<file path="src/rtl/uart_tx_arbiter.sv">
// rtl/uart_tx_arbiter.sv - round-robin sequencer sharing one UART transmitter
// Owns the tx_start/tx_done handshake, the inter-frame gap and the completion watchdog.
module uart_tx_arbiter #(
  parameter int NREQ      = 4,
  parameter int IW        = 2,
  parameter int DBIT      = 8,
  parameter int CW        = 8,
  parameter int GAP_TICKS = 16,
  parameter int TO_TICKS  = 200
) (
  input  logic                 clk,
  input  logic                 reset,
  input  logic                 s_tick,
  input  logic [NREQ-1:0]      req,
  input  logic [NREQ*DBIT-1:0] din,
  output logic [NREQ-1:0]      ack,
  output logic                 tx_start,
  output logic [DBIT-1:0]      tx_data,
  input  logic                 tx_done_tick,
  output logic [IW-1:0]        grant_id,
  output logic                 busy,
  output logic                 tx_err
);

  typedef enum logic [1:0] {IDLE, START, WAIT, GAP} state_t;

  localparam state_t        AFTER_FRAME = (GAP_TICKS == 0) ? IDLE : GAP;
  localparam logic [CW-1:0] TO_LAST     = CW'(TO_TICKS - 1);
  localparam logic [CW-1:0] GAP_LAST    = CW'((GAP_TICKS == 0) ? 0 : GAP_TICKS - 1);

  state_t          state, state_n;
  logic [IW-1:0]   ptr, ptr_n, grant_n, ptr_after;
  logic [CW-1:0]   cnt, cnt_n;
  logic [NREQ-1:0] ack_n;
  logic            start_n, err_n;
  logic [DBIT-1:0] data_n;
  logic            found;
  logic [IW-1:0]   winner;
  logic [DBIT-1:0] win_data;

  // Rotating priority: scan ptr, ptr+1, ... wrapping at NREQ.
  always_comb begin
    found    = 1'b0;
    winner   = '0;
    win_data = '0;
    for (int k = 0; k < NREQ; k++) begin
      for (int i = 0; i < NREQ; i++) begin
        if (!found && req[i] && i == (int'(ptr) + k) % NREQ) begin
          found    = 1'b1;
          winner   = IW'(i);
          win_data = din[i*DBIT +: DBIT];
        end
      end
    end
  end

  assign ptr_after = (grant_id == IW'(NREQ - 1)) ? '0 : grant_id + IW'(1);

  always_comb begin
    state_n = state;
    ptr_n   = ptr;
    cnt_n   = cnt;
    grant_n = grant_id;
    data_n  = tx_data;
    ack_n   = '0;
    start_n = 1'b0;
    err_n   = 1'b0;
    unique case (state)
      IDLE: begin
        if (found) begin
          data_n  = win_data;
          grant_n = winner;
          ack_n   = NREQ'(1) << winner;
          state_n = START;
        end
      end
      START: begin
        start_n = 1'b1;
        cnt_n   = '0;
        state_n = WAIT;
      end
      WAIT: begin
        // Completion takes precedence over a timeout landing on the same clk.
        if (tx_done_tick) begin
          ptr_n   = ptr_after;
          cnt_n   = '0;
          state_n = AFTER_FRAME;
        end else if (s_tick) begin
          if (cnt == TO_LAST) begin
            err_n   = 1'b1;
            ptr_n   = ptr_after;
            cnt_n   = '0;
            state_n = AFTER_FRAME;
          end else begin
            cnt_n = cnt + CW'(1);
          end
        end
      end
      GAP: begin
        if (s_tick) begin
          if (cnt == GAP_LAST) begin
            cnt_n   = '0;
            state_n = IDLE;
          end else begin
            cnt_n = cnt + CW'(1);
          end
        end
      end
    endcase
  end

  always_ff @(posedge clk or posedge reset) begin
    if (reset) begin
      state    <= IDLE;
      ptr      <= '0;
      cnt      <= '0;
      grant_id <= '0;
      tx_data  <= '0;
      ack      <= '0;
      tx_start <= 1'b0;
      tx_err   <= 1'b0;
      busy     <= 1'b0;
    end else begin
      state    <= state_n;
      ptr      <= ptr_n;
      cnt      <= cnt_n;
      grant_id <= grant_n;
      tx_data  <= data_n;
      ack      <= ack_n;
      tx_start <= start_n;
      tx_err   <= err_n;
      busy     <= (state_n != IDLE);
    end
  end

endmodule

</file>
<file path="config.mk">
export PLATFORM = sky130hd
export DESIGN_NAME = uart_tx_arbiter
export DESIGN_NICKNAME = d
export VERILOG_FILES = /design/src/rtl/uart_tx_arbiter.sv
export SDC_FILE = /design/constraint.sdc
export NUM_CORES = 1
export LEC_CHECK = 0
export CAP_MARGIN = 20
export CORE_ASPECT_RATIO = 0.7
export CORE_MARGIN = 4
export CORE_UTILIZATION = 51
export DETAILED_ROUTE_END_ITERATION = 6
export PLACE_DENSITY_LB_ADDON = 0.15
export SLEW_MARGIN = 10
export SYNTH_ARGS = -nofsm -noshare
export SYNTH_HDL_FRONTEND = slang
export SYNTH_SLANG_ARGS = --single-unit
</file>
<file path="constraint.sdc">
create_clock -name clk -period 2.6 [get_ports clk]
set_clock_uncertainty 0.1 [all_clocks]
set_input_delay 0.52 -clock clk [delete_from_list [all_inputs] [get_ports clk]]
set_output_delay 0.52 -clock clk [all_outputs]
set_load 0.01 [all_outputs]
</file>
* Word-level counts from Yosys, hierarchy flattened
Cells that the tools add are included.
** Cells by class
- $add $sub $neg :: 5
- Equality and inequality tests :: 20
- Shift operators :: 1
- Multiplexer cells :: 71
- Bitwise gates (word level) :: 3
- Reductions and logical operators :: 61
** Operators with widths (count)
- $mux W8 :: 21
- $logic_not A32 Y1 :: 4
- $mux W2 :: 24
- $logic_and A1 B1 Y1 :: 31
- $pmux W8 S3 :: 1
- $mux W1 :: 22
- $eq A3 B3 Y1 const A :: 6
- $logic_not A1 Y1 :: 15
- $eq A2 B3 Y1 const A :: 3
- $add A8 B1 Y8 const B :: 1
- $eq A8 B4 Y1 const B :: 1
- $eq A8 B8 Y1 const B :: 1
- $mux W4 :: 2
- $pmux W2 S4 :: 1
- $eq A2 B2 Y1 const B :: 3
- $reduce_and A3 Y1 :: 2
- $reduce_bool A2 Y1 :: 3
- $reduce_or A2 Y1 :: 3
- $add A2 B1 Y2 const B :: 2
- $add A2 B2 Y2 const B :: 2
- $eq A2 B2 Y1 const A :: 2
- $shl A1 B2 Y4 const A :: 1
- $and A1 B1 Y1 const A :: 3
- $ne A3 B3 Y1 const B :: 1
- 6 further kinds :: 6
** Storage, ports and cells
- Register bits :: 29
- Input port bits :: 40
- Word-level logic and storage cells :: 170

* Logic depth before layout (Yosys ltp)
- Depth in word-level cells :: 66
- Mapped depth :: 8
- Mapped depth without buffers :: 7

* Worst setup path after synthesis
OpenSTA, ideal clock, no wires.
- Path kind :: input port to flip-flop
- Start point :: input port req[0]
- End point :: register tx_data[1]
- Setup time :: 0.129 ns
- Arrival :: 1.768 ns
- Required time :: 2.371 ns
- Path slack :: 0.603 ns
- Stages on the path :: 8
- Cell sequence :: nor2b_1 -> buf_6 -> and3_1 -> buf_6 -> a221o_1 -> a221oi_1 -> o21a_1 -> o22ai_1
** On the way
- Cells in the longest elaborated chain, start to end :: 63
- Elaborated cells on any way between the ends :: 79
- Classes of those cells :: mux: 32; reduce/logical: 47
** RTL lines
- start: declaration :: RTL line 14 : input logic [NREQ-1:0] req,
- $logic_and A1 B1 Y1 :: RTL line 48 : if (!found && req[i] && i == (int'(ptr) + k) % NREQ) begin
- $mux W1 :: RTL line 48
- $logic_not A1 Y1 :: RTL line 48
- $logic_and A1 B1 Y1 (2 in a row) :: RTL line 48
- $mux W1 :: RTL line 48
- $logic_not A1 Y1 :: RTL line 48
- $logic_and A1 B1 Y1 (2 in a row) :: RTL line 48
- $mux W1 :: RTL line 48
- [43 not listed]
- $mux W1 :: RTL line 48
- $logic_not A1 Y1 :: RTL line 48
- $logic_and A1 B1 Y1 (2 in a row) :: RTL line 48
- $mux W1 :: RTL line 48
- $logic_not A1 Y1 :: RTL line 48
- $logic_and A1 B1 Y1 (2 in a row) :: RTL line 48
- $mux W1 :: RTL line 48
- $reduce_and A2 Y1 (no source line)
- end signal: assignment :: RTL line 128 : tx_data <= data_n;
- end: declaration :: RTL line 18 : output logic [DBIT-1:0] tx_data,
Several ways; a longest one is shown, not always the timed one.
A chain may end at the register's enable or synchronous reset.

* Worst setup path after layout
- Start point :: register ptr[0]
- End point :: register tx_data[4]
** On the way
- Cells in the longest elaborated chain, start to end :: 64
- Elaborated cells on any way between the ends :: 104
- Classes of those cells :: add/sub: 3; eq/ne: 12; mux: 32; bitwise: 3; reduce/logical: 54
** RTL lines
- start: declaration :: RTL line 32 : logic [IW-1:0] ptr, ptr_n, grant_n, ptr_after;
- start signal: assignment :: RTL line 125 : ptr <= ptr_n;
- $logic_not A32 Y1 :: RTL line 48
- $logic_and A1 B1 Y1 :: RTL line 48
- $mux W1 :: RTL line 48
- $logic_not A1 Y1 :: RTL line 48
- $logic_and A1 B1 Y1 (2 in a row) :: RTL line 48
- $mux W1 :: RTL line 48
- $logic_not A1 Y1 :: RTL line 48
- $logic_and A1 B1 Y1 (2 in a row) :: RTL line 48
- [44 not listed]
- $mux W1 :: RTL line 48
- $logic_not A1 Y1 :: RTL line 48
- $logic_and A1 B1 Y1 (2 in a row) :: RTL line 48
- $mux W1 :: RTL line 48
- $logic_not A1 Y1 :: RTL line 48
- $logic_and A1 B1 Y1 (2 in a row) :: RTL line 48
- $mux W1 :: RTL line 48
- $reduce_and A2 Y1 (no source line)
Several ways; a longest one is shown, not always the timed one.

==> metrics <==
outcome=complete, no violations; Fmax=405.2 MHz; total of hold buffers inserted after clock tree synthesis=0; die area=6279 um^2; count of nets after finishing=445; type of the worst setup path=reg2reg; drt pass-1 iters=6; total of cells resized after clock tree synthesis=0; unrepaired setup endpoints after global routing=false; worst-case vdd ir drop=0.4705 mV; leakage power summed over all cells=1.411 nW; DR vias=3081; number of top-level pins=57; Worst R2R Path Depth=6; die outline height=67.51 um; standard cell with the maximum stage delay on the critical path=dfrtp_1; required arrival time at the worst endpoint=2.70 ns; post-CTS setup buffer count=0; Post-Syn Nets=367; maximum number of pins on one net before global-route repair=30; via density per instance=6.514; power density over the cells=504.7 nW/um^2; vias in the first global route=2820; root buffer cell=clkbuf_8; initial standard-cell utilization of the core=0.5336; largest incremental delay on the critical path=0.80 ns; total length of routed wires=8.730 mm; netlist area before placement=2580 um^2; number of buffers inserted by port buffering=56; path type of the worst min-delay path=reg2reg; max cap viols=0; Synth warnings=0; Worst Setup SP=ptr[0]; final critical-path share of the clock period=0.9493; overflow left after global routing=0; clock-pin transition on the worst setup and hold timing paths=0.07 ns; Remaining DRCs=0; fraction of layout instances using a drive strength above 1=0.1436; post-synthesis sequential element count=29; worst reg2reg path endpoint=tx_data[4]; asr flop ratio synth=1.000; average instance area after synthesis=7.938 um^2; startpoint of the lowest-slack register-to-register path=ptr[0]; number of hold-slack violations in the final timing report=0; HPWL Detailed=6.604 mm; insertion delay to the later sink of the worst-skew pair=0.28 ns; endpoint class of the critical path=flop; core footprint=4835 um^2; Setup-failing EPs final=0; post-synthesis to final-layout area growth=33.75%; arrival time reported for the critical path endpoint=2.56 ns; number of clock sinks seen by CTS=29; FF-to-FF setup slack=0.13 ns; final total negative setup slack=0 ns; detailed-route wire length per cell=18.46 um; sequence of cells on the critical path=nor2b_1 > and3_1 > buf_4 > a211oi_1 > a31o_1 > a31oi_1; clock tree from TritonCTS=done; worst relative slew slack=0.5221; kind of launch point of the worst setup path=flop; maximum level of the CTS H-tree=2; Hold Path Origin=cnt[1]; global-route wire length before repair=14.08 mm; most common cell after layout, fill and taps aside=clkdlybuf4s50_1; gate count after technology mapping=325; most frequent cells in the layout=clkdlybuf4s50_1, nor2_1, buf_4; worst-case clock buffer depth=2; crit path to=tx_data[4]; EDFF count, synth=0; Seq/Total Area, Yosys=0.2813; top flip-flop cell by instance count after synthesis=dfrtp_1; measured slew at the worst slew-check pin=0.7169 ns; remaining number of nets flagged by the antenna check after routing=0; chip width=93.01 um; largest fanout on the critical path=19; number of max-slew violations in the final report=0; Rows=21; global placement routability congestion=1.024; library cells used by synthesis=61; initial antenna violation count=0; clock period minus worst slack=2.468 ns; CTS Buf Count=5; Initial DRC Count=326; GR Util All Layers=0.2846; # diodes=0; final core utilization=0.7138
## power breakdown
group	switching, W	internal, W	total, W
Clock	0.000183	0.000184	0.000367
Sequential	0.000117	0.000526	0.000643
Combinational	0.000378	0.000354	0.000732
## kinds of logic (layout without fill, tap and decap cells)
| logic type | Yosys count | in the layout | share of synthesized area |
|---|---|---|---|
| compound gates | 121 | 121 | 0.3419 |
| fa+ha+maj | 2 | 2 | 0.009698 |
| mux | 1 | 1 | 0.004364 |
| simple gates | 139 | 139 | 0.2910 |
| flops | 29 | 29 | 0.2813 |
| buf+inv | 33 | 112 | 0.07177 |
## critical path: cells and delay by family (launching register included)
family	cells	cell delay (ns)
buffers and inverters	1	0.21
DFF	1	0.80
AOI/OAI and AO/OA	3	0.52
and+or+nand+nor	2	0.74
## sequential cells by signal, summed over array words and instances (netlist names)
name      count
tx_start      1
ptr           2
grant_id      2
tx_data       8
state         2
ack           4
tx_err        1
cnt           8
busy          1
## synth_stat cells (7+ instances only)
master	instances	area share
buf_2	7	0.014
dfrtp_1	29	0.28
o21ai_0	27	0.052
inv_1	9	0.013
nor3_1	8	0.016
nand3_1	13	0.025
a221oi_1	12	0.041
nor2_1	41	0.060
a221o_1	7	0.027
nand2_1	25	0.036
nor2b_1	10	0.024
and3_1	10	0.024
a21oi_1	14	0.027
a22oi_1	7	0.020
## area by class of cell
class	instances	area (um^2)
inverter	10	37.54
multi-input combinational	263	1669
fill	437	1384
clock inverter	3	17.52
sequential	29	725.7
timing repair buffer	94	845.8
clock buffer	5	68.82
tap	69	86.33
## how the worst min path moves through the flow
stage               depth (start not counted)     end
floorplan                                   2  cnt[1]
global placement                            2  cnt[1]
detailed placement                          2  cnt[1]
CTS                                         2  cnt[1]
global route                                1  cnt[7]
finish                                      2  cnt[1]
## routing by layer
layer / track usage / share of wire
met4: 0.07313 / 0.021
met2: 0.4350 / 0.43
met3: 0.05457 / 0.094
met1: 0.4141 / 0.46
met5: 0 / 0
## through the flow
step	hold slack (ns)	power [W]	std cells	cell area, um^2	setup WS (ns)
global route	0.4694	0.001848	473	3451	0.004836
finish	0.4069	0.001742	473	3451	0.1319
floorplan	0.3670	0.001072	325	2580	0.6028
detailed placement	0.3943	0.001359	465	3364	0.02830
CTS	0.4089	0.001731	473	3451	0.1893
global placement	0.3858	0.001347	465	3364	0.004947
No activity file was read; power rests on OpenSTA's default activity.
